--- src/rtl/if_stage_pkg.sv ---
// Shared definitions for the instruction-fetch stage: NOP encoding, controller
// stage encodings, the IF/ID register layout and PC helper functions.
package if_stage_pkg;

  localparam logic [31:0] INST_NOP         = 32'h0000_0013;
  localparam logic [31:0] RESET_PC_DEFAULT = 32'h0000_0000;
  localparam logic [31:0] PC_STEP          = 32'd4;

  typedef enum logic [2:0] {
    ST_INIT,
    ST_IF,
    ST_IF_WAIT,
    ST_ID,
    ST_EX,
    ST_MEM,
    ST_MEM_WAIT,
    ST_WB
  } stage_e;

  typedef struct packed {
    logic [31:0] inst;
    logic [31:0] pc;
    logic [31:0] pc4;
    logic        valid;
  } if_id_t;

  function automatic logic [31:0] pc_plus4(input logic [31:0] pc);
    return pc + PC_STEP;
  endfunction

  // Redirect targets are always word-aligned; low bits are dropped, not trapped.
  function automatic logic [31:0] align_target(input logic [31:0] target);
    return {target[31:2], 2'b00};
  endfunction

endpackage

--- src/rtl/if_stage_if.sv ---
// Bundle between the stage controller / EX-MEM / imem side and the fetch stage.
interface if_stage_if #(
  parameter int IMEM_ADDR_W = 14
);
  logic                   pc_wren;
  logic                   if_id_wren;
  logic                   stage_reset_n;
  logic                   branch_taken;
  logic [31:0]            branch_target;
  logic [IMEM_ADDR_W-1:0] imem_addr;
  logic [31:0]            imem_rdata;
  logic [31:0]            if_id_inst;
  logic [31:0]            if_id_pc;
  logic [31:0]            if_id_pc4;
  logic                   if_id_valid;
  logic                   fetch_err;
  logic                   misalign_err;
  logic [63:0]            instret;

  modport master (
    output pc_wren, if_id_wren, stage_reset_n, branch_taken, branch_target, imem_rdata,
    input  imem_addr, if_id_inst, if_id_pc, if_id_pc4, if_id_valid,
           fetch_err, misalign_err, instret
  );

  modport slave (
    input  pc_wren, if_id_wren, stage_reset_n, branch_taken, branch_target, imem_rdata,
    output imem_addr, if_id_inst, if_id_pc, if_id_pc4, if_id_valid,
           fetch_err, misalign_err, instret
  );
endinterface

--- src/rtl/if_stage_fetch_latency_tracker.sv ---
// Counts cycles since the last PC commit and flags when the instruction memory
// output reflects the current address.
module fetch_latency_tracker #(
  parameter int IMEM_LATENCY = 1
) (
  input  logic clk,
  input  logic reset,
  input  logic restart,
  output logic data_ready
);

  localparam logic [2:0] LAT = 3'(IMEM_LATENCY);

  logic [2:0] r_lat_cnt;

  // Saturates at the latency so data_ready stays high until the next commit.
  always_ff @(posedge clk) begin
    if (reset || restart) begin
      r_lat_cnt <= 3'd0;
    end else if (r_lat_cnt != LAT) begin
      r_lat_cnt <= r_lat_cnt + 3'd1;
    end
  end

  assign data_ready = (r_lat_cnt == LAT);

endmodule

--- src/rtl/if_stage.sv ---
// Instruction-fetch stage: owns the PC, drives the imem word address, and loads
// the IF/ID register under stage-controller control.
module if_stage
  import if_stage_pkg::*;
#(
  parameter logic [31:0] RESET_PC     = RESET_PC_DEFAULT,
  parameter int          IMEM_ADDR_W  = 14,
  parameter int          IMEM_LATENCY = 1
) (
  input  logic     clk,
  input  logic     reset,
  if_stage_if.slave bus
);

  logic [31:0] r_pc;
  if_id_t      r_if_id;
  logic        r_fetch_err;
  logic        r_misalign_err;
  logic [63:0] r_instret;

  logic [31:0] w_next_pc;
  logic        w_misaligned;
  logic        w_data_ready;

  assign w_next_pc    = bus.branch_taken ? align_target(bus.branch_target) : pc_plus4(r_pc);
  assign w_misaligned = bus.branch_taken && (bus.branch_target[1:0] != 2'b00);

  fetch_latency_tracker #(
    .IMEM_LATENCY(IMEM_LATENCY)
  ) u_lat (
    .clk       (clk),
    .reset     (reset),
    .restart   (bus.pc_wren),
    .data_ready(w_data_ready)
  );

  always_ff @(posedge clk) begin
    if (reset) begin
      r_pc           <= RESET_PC;
      r_instret      <= 64'd0;
      r_misalign_err <= 1'b0;
    end else if (bus.pc_wren) begin
      r_pc      <= w_next_pc;
      r_instret <= r_instret + 64'd1;
      if (w_misaligned) begin
        r_misalign_err <= 1'b1;
      end
    end
  end

  // IF/ID samples the pre-commit PC, so a same-cycle pc_wren never leaks in.
  always_ff @(posedge clk) begin
    if (reset) begin
      r_if_id.inst  <= INST_NOP;
      r_if_id.pc    <= RESET_PC;
      r_if_id.pc4   <= pc_plus4(RESET_PC);
      r_if_id.valid <= 1'b0;
      r_fetch_err   <= 1'b0;
    end else if (!bus.stage_reset_n) begin
      r_if_id.inst  <= INST_NOP;
      r_if_id.valid <= 1'b0;
    end else if (bus.if_id_wren) begin
      r_if_id.inst  <= bus.imem_rdata;
      r_if_id.pc    <= r_pc;
      r_if_id.pc4   <= pc_plus4(r_pc);
      r_if_id.valid <= 1'b1;
      if (!w_data_ready) begin
        r_fetch_err <= 1'b1;
      end
    end
  end

  assign bus.imem_addr    = r_pc[IMEM_ADDR_W+1:2];
  assign bus.if_id_inst   = r_if_id.inst;
  assign bus.if_id_pc     = r_if_id.pc;
  assign bus.if_id_pc4    = r_if_id.pc4;
  assign bus.if_id_valid  = r_if_id.valid;
  assign bus.fetch_err    = r_fetch_err;
  assign bus.misalign_err = r_misalign_err;
  assign bus.instret      = r_instret;

endmodule
--- src/flat_wrapper.sv ---
// flat-port wrapper written by rule: the top's interface ports become plain ports
module if_stage_flat import if_stage_pkg::*;
#(
  parameter logic [31:0] RESET_PC     = RESET_PC_DEFAULT,
  parameter int          IMEM_ADDR_W  = 14,
  parameter int          IMEM_LATENCY = 1
)
  (clk, reset, bus_pc_wren, bus_if_id_wren, bus_stage_reset_n, bus_branch_taken, bus_branch_target, bus_imem_rdata, bus_imem_addr, bus_if_id_inst, bus_if_id_pc, bus_if_id_pc4, bus_if_id_valid, bus_fetch_err, bus_misalign_err, bus_instret);
  if_stage_if #(.IMEM_ADDR_W(IMEM_ADDR_W)) bus_i ();
  input  logic clk;
  input  logic reset;
  input wire logic [$bits(bus_i.pc_wren)-1:0] bus_pc_wren;
  input wire logic [$bits(bus_i.if_id_wren)-1:0] bus_if_id_wren;
  input wire logic [$bits(bus_i.stage_reset_n)-1:0] bus_stage_reset_n;
  input wire logic [$bits(bus_i.branch_taken)-1:0] bus_branch_taken;
  input wire logic [$bits(bus_i.branch_target)-1:0] bus_branch_target;
  input wire logic [$bits(bus_i.imem_rdata)-1:0] bus_imem_rdata;
  output wire logic [$bits(bus_i.imem_addr)-1:0] bus_imem_addr;
  output wire logic [$bits(bus_i.if_id_inst)-1:0] bus_if_id_inst;
  output wire logic [$bits(bus_i.if_id_pc)-1:0] bus_if_id_pc;
  output wire logic [$bits(bus_i.if_id_pc4)-1:0] bus_if_id_pc4;
  output wire logic [$bits(bus_i.if_id_valid)-1:0] bus_if_id_valid;
  output wire logic [$bits(bus_i.fetch_err)-1:0] bus_fetch_err;
  output wire logic [$bits(bus_i.misalign_err)-1:0] bus_misalign_err;
  output wire logic [$bits(bus_i.instret)-1:0] bus_instret;
  assign bus_i.pc_wren = bus_pc_wren;
  assign bus_i.if_id_wren = bus_if_id_wren;
  assign bus_i.stage_reset_n = bus_stage_reset_n;
  assign bus_i.branch_taken = bus_branch_taken;
  assign bus_i.branch_target = bus_branch_target;
  assign bus_i.imem_rdata = bus_imem_rdata;
  assign bus_imem_addr = bus_i.imem_addr;
  assign bus_if_id_inst = bus_i.if_id_inst;
  assign bus_if_id_pc = bus_i.if_id_pc;
  assign bus_if_id_pc4 = bus_i.if_id_pc4;
  assign bus_if_id_valid = bus_i.if_id_valid;
  assign bus_fetch_err = bus_i.fetch_err;
  assign bus_misalign_err = bus_i.misalign_err;
  assign bus_instret = bus_i.instret;
  if_stage #(.RESET_PC(RESET_PC), .IMEM_ADDR_W(IMEM_ADDR_W), .IMEM_LATENCY(IMEM_LATENCY)) u_core (.clk(clk), .reset(reset), .bus(bus_i));
endmodule
--- config.mk ---
export PLATFORM = sky130hd
export DESIGN_NAME = if_stage_flat
export DESIGN_NICKNAME = d
export VERILOG_FILES = /design/src/rtl/if_stage_pkg.sv /design/src/rtl/if_stage_if.sv /design/src/rtl/if_stage_fetch_latency_tracker.sv /design/src/rtl/if_stage.sv /design/src/flat_wrapper.sv
export SDC_FILE = /design/constraint.sdc
export NUM_CORES = 1
export LEC_CHECK = 0
export CAP_MARGIN = 20
export CORE_ASPECT_RATIO = 1.5
export CORE_MARGIN = 10
export CORE_UTILIZATION = 48
export CTS_CLUSTER_SIZE = 12
export DETAILED_ROUTE_END_ITERATION = 16
export GPL_ROUTABILITY_DRIVEN = 0
export PLACE_DENSITY = 0.78
export SYNTH_ARGS = -nofsm -noshare
export SYNTH_HDL_FRONTEND = slang
export SYNTH_SLANG_ARGS = --single-unit
--- constraint.sdc ---
create_clock -name clk -period 2.72 [get_ports clk]
set_input_delay 0.408 -clock clk [delete_from_list [all_inputs] [get_ports clk]]
set_output_delay 0.408 -clock clk [all_outputs]
set_load 0.05 [all_outputs]
* After elaboration in Yosys (flattened, before gate mapping)
Index checks and enable logic that the tools add are counted.
Storage, ports and cells: flip-flop bits (word level) 198, output and inout bits 177, logic and storage cells 24, input bits 70
Cells by class: multiplexer cells 1, eq/ne operators 2, add/subtract/negate cells 3, bitwise operators 2, reductions and logical operators 7
Operators with widths (number):
- 64-bit by 1-bit adder with 64-bit output (second input constant) | 1
- 32-bit by 3-bit adder with 32-bit output (second input constant) | 1
- 32-bit two-way mux | 1
- 2-bit AND reduction | 2
- 3-bit by 1-bit adder with 3-bit output (second input constant) | 1
- 3-bit by 1-bit == test with 1-bit output (second input constant) | 1
- 3-bit by 1-bit != test with 1-bit output (second input constant) | 1
- 3-bit AND reduction | 1
- 1-bit inverter | 2
- 2-bit nonzero test | 1
- 2-bit OR reduction | 1
- 1-bit logical AND | 1
- 1-bit logical OR | 1

* Longest topological paths before layout
depth in word-level cells 3, depth in mapped cells 7, gate-level depth less buffers 6

* By module
Synthesis repeated with hierarchy kept, for this count alone.
Unflattened totals: cells, all modules 1036, area, all modules 8868.5 um^2
By module, submodules not included:
- if_stage | area an instance 8708.4 um^2, instances 1, cells each 1021, seq. area each 3783.6 um^2
- fetch_latency_tracker | area an instance 160.2 um^2, instances 1, cells each 15, seq. area each 60.1 um^2

* Worst setup path before layout
Ideal clock, no wire load.
path kind register -> register, start register u_core.r_instret[0] (netlist: u_core.bus.instret[0]), end register u_core.r_instret[50] (netlist: u_core.bus.instret[50]), slack 0.268 ns, library setup time 0.115 ns, data arrival time 2.337 ns, data required time 2.605 ns, cell stages (with the launch flop) 8, clock period less this slack 2.452 ns, path buffers 1, cell sequence dfxtp_1 > ha_1 > nand3_1 > nor4_4 > nand4_1 > buf_2 > o21a_1 > o21a_1
On the way: word-level cells in the longest chain between the ends 1
Ends and longest elaborated chain:
- start, declared | RTL line if_stage.sv:19 | logic [63:0] r_instret;
- start signal, assigned | RTL line if_stage.sv:44 | r_instret <= r_instret + 64'd1;
- 64-bit by 1-bit adder with 64-bit output | RTL line if_stage.sv:44
Every way passes these cells. A chain may end at the register's enable or synchronous reset.

* Worst setup path in the final report
start register u_core.r_instret[0] (netlist: u_core.bus.instret[0]), end register u_core.r_instret[44] (netlist: u_core.bus.instret[44])
The elaborated chain is that of the path after synthesis.

==> results.cfg <==
[clocking]
cts_tree = done
root_buffer = clkbuf_16
htree_levels = 4
ctsResizeCount = 0
path_clk_slew_ns = 0.08
clock-sinks = 192
cts_setup_buffers = 0
clkLatencyLatePin_ns = 0.43
cts_buffer_depth = 2
ctsHoldBuffers = 0
numCtsBuffers = 17

[route]
num_vias = 8135
dr.pass1.iters = 5
viasPerCell = 5.530
drc_errors = 0
ant_nets = 0
drt-total-wl_mm = 26.10
dr.first_iter.drc_count = 534
wire_per_inst_um = 17.74

[timing]
period_share_pct = 87.34
report.final.hold_viol_count = 0
maxSlewViolCount = 0
clock_skew_ns = 0.01106
rsz0062_at_grt = false
relSlewSlack_pct = 58.90
finalSetupViolations = 0
fmax_ghz = 0.4209
tns_ns = 0
worst_slew_pin_slew_ns = 0.6146
period_needed_ns = 2.376

[setup_path]
cp_common_cell = nand3_1
cp_num_cells = 6
crit_family = simple AND/OR/NAND/NOR gates
path_buf_inv = 0
crit_arrival_ns = 2.74
crit_required_ns = 3.09
rr_worst_depth = 6
endpoint_kind = flip-flop
max_stage_delay_ns = 0.51
path_max_fanout = 13
crit_chain = ha_1 > nand3_1 > nor4_4 > nand3_1 > or4_1 > a21oi_1
critical_path.slowest_cell = or4_1
crit_type = reg -> reg
start_kind = flip-flop

[power]
ir_drop_uv = 340.9
power.total_w = 0.006292
switchingPower_w = 0.001818
clockPowerShare_pct = 39.2
combPwrFrac_pct = 13.6
swShare_pct = 28.90
pwr-share-seq_pct = 47.2
leakagePower_nw = 4.136
p_int_w = 0.004474
powerDensity_nw_per_um2 = 534.1

[global_route]
grt_pass1_vias = 7914
grt_max_degree = 51
antenna_found_initial = 1
grt_overflow = 0
grt_pass1_wl_mm = 41.23
grt_use_total_pct = 21.21

[synthesis]
yosys_register_bits = 192
yosysWarningCount = 0
synth_edf_count = 0
synth.avg_cell_area_um2 = 8.358
synth_ff_type = dfxtp_1
ys_types = 57
async_reset_ff_share_pct = 0
syn_area_um2 = 8701
yosysSeqAreaShare_pct = 44.18
synth_cells = 1041

[outcome]
outcome = finished clean

[worst_hold_path]
hold_depth = 2
min_path_type = in -> reg

[floorplanning]
core_area_um2 = 17870
io_pins = 247
die_area_um2 = 24020
fp.dieH_um = 184.9
start_util_pct = 48.70
row_count = 60
die_width_um = 129.9

[finish]
layout.nets = 1314
fill_cells = 1513
drive_gt1_share_pct = 6.065
area_delta_synth_final_pct = 35.39

[run]
drv_cap = 0

[place]
hpwl_mm = 19.53
io_buffers = 242
==> final timing paths <==
path                                        startpoint                              endpoint  slack [ns]
setup / recovery    u_core.bus.instret[0]$_SDFFE_PP0P_   u_core.bus.instret[44]$_SDFFE_PP0P_        0.34
setup reg to reg    u_core.bus.instret[0]$_SDFFE_PP0P_   u_core.bus.instret[44]$_SDFFE_PP0P_        0.34
hold reg to reg   u_core.bus.if_id_pc[19]$_SDFFE_PP0P_  u_core.bus.if_id_pc[19]$_SDFFE_PP0P_        0.46
hold / removal                                   reset  u_core.bus.if_id_pc[26]$_SDFFE_PP0P_        0.38
==> layer usage <==
metal	GRT usage [%]	routed length [µm]	up-vias
met5	0	0	-
met4	7.175	524	0
met3	6.182	1786	34
met2	38.15	13640	217
met1	23.02	10150	3834
li1	-	-	4050
==> power groups by stage <==
stage / clock [W] / sequential [W] / combinational [W]
floorplan: 0 / 0.00321 / 0.000367
global placement: 0 / 0.00303 / 0.000849
detailed placement: 0 / 0.00303 / 0.000859
CTS: 0.00251 / 0.00297 / 0.000863
global route: 0.00262 / 0.00298 / 0.000915
finish: 0.00247 / 0.00297 / 0.000856
==> cells in the mapped netlist, types with 20 or more instances <==
library cell | count | area, µm²
nand3_1 | 40 | 200.2
xor2_1 | 28 | 245.2
or3_1 | 29 | 181.4
and3_1 | 20 | 125.1
clkbuf_1 | 58 | 217.7
a211oi_1 | 28 | 210.2
nand2_1 | 115 | 431.7
a21oi_1 | 66 | 330.3
xnor2_1 | 30 | 262.8
nor2_1 | 143 | 536.8
nand4_1 | 26 | 162.7
mux2i_1 | 38 | 380.4
dfxtp_1 | 192 | 3844
o21ai_0 | 48 | 240.2
==> metrics by stage <==
stage | setup WS [ns] | instances | area [µm²] | util, % | hold WS, ns
4_1_cts | 0.3312 | 1470 | 11780 | 65.92 | 0.3802
3_3_place_gp | 0.07922 | 1438 | 11190 | 62.65 | 0.4358
2_1_floorplan | 0.2683 | 1044 | 8712 | - | 0.4596
6_report | 0.3442 | 1471 | 11780 | 65.93 | 0.3831
5_1_grt | 0.1469 | 1471 | 11780 | 65.93 | 0.3883
3_5_place_dp | 0.02486 | 1438 | 11190 | 62.65 | 0.4406
==> worst reg2reg max path, delay by kind of cell, from the launching register on <==
kind            cells  cell delay [ns]
compound gates      1             0.15
fa+ha+maj           1             0.21
flops               1             0.40
simple gates        4             1.56
==> logic make-up after synthesis <==
| logic type | share of synthesized area [%] |
|---|---|
| adder cells (fa/ha/maj) | 0.5752 |
| flip-flops | 44.18 |
| XOR/XNOR | 5.838 |
| buffers and inverters | 5.565 |
| AND/OR/NAND/NOR | 24.89 |
| multiplexers | 4.372 |
| other | 0.04310 |
| AO/OA/AOI/OAI | 14.54 |
==> placed cells by master, fill, tap and decap left out, types with 29 or more instances in the layout <==
| cell | n |
|---|---|
| o21ai_0 | 48 |
| or3_1 | 29 |
| clkdlybuf4s50_1 | 239 |
| xnor2_1 | 30 |
| nor2_1 | 143 |
| a21oi_1 | 66 |
| mux2i_1 | 38 |
| dfxtp_1 | 192 |
| nand3_1 | 40 |
| buf_4 | 31 |
| nand2_1 | 115 |
==> state kept, by name (all words and copies together) (netlist names) <==
| signal | flops |
|---|---|
| u_core.bus.if_id_pc | 30 |
| u_core.u_lat.r_lat_cnt | 3 |
| u_core.bus.fetch_err | 1 |
| u_core.bus.if_id_valid | 1 |
| u_core.r_pc | 30 |
| u_core.bus.if_id_pc4 | 30 |
| u_core.bus.instret | 64 |
| u_core.bus.if_id_inst | 32 |
| u_core.bus.misalign_err | 1 |
==> final cells by class <==
class | count | area (µm²) | area share, %
diodes | 1 | 2.502 | 0.02124
clock buffers | 18 | 439.2 | 3.728
clock inverters | 14 | 143.9 | 1.221
inverters | 10 | 37.54 | 0.3186
multi-input cells | 746 | 4387 | 37.24
flip-flops and latches | 192 | 3844 | 32.63
well taps | 217 | 271.5 | 2.305
repair buffers | 273 | 2655 | 22.54
Power figures use the tool's default switching activity.
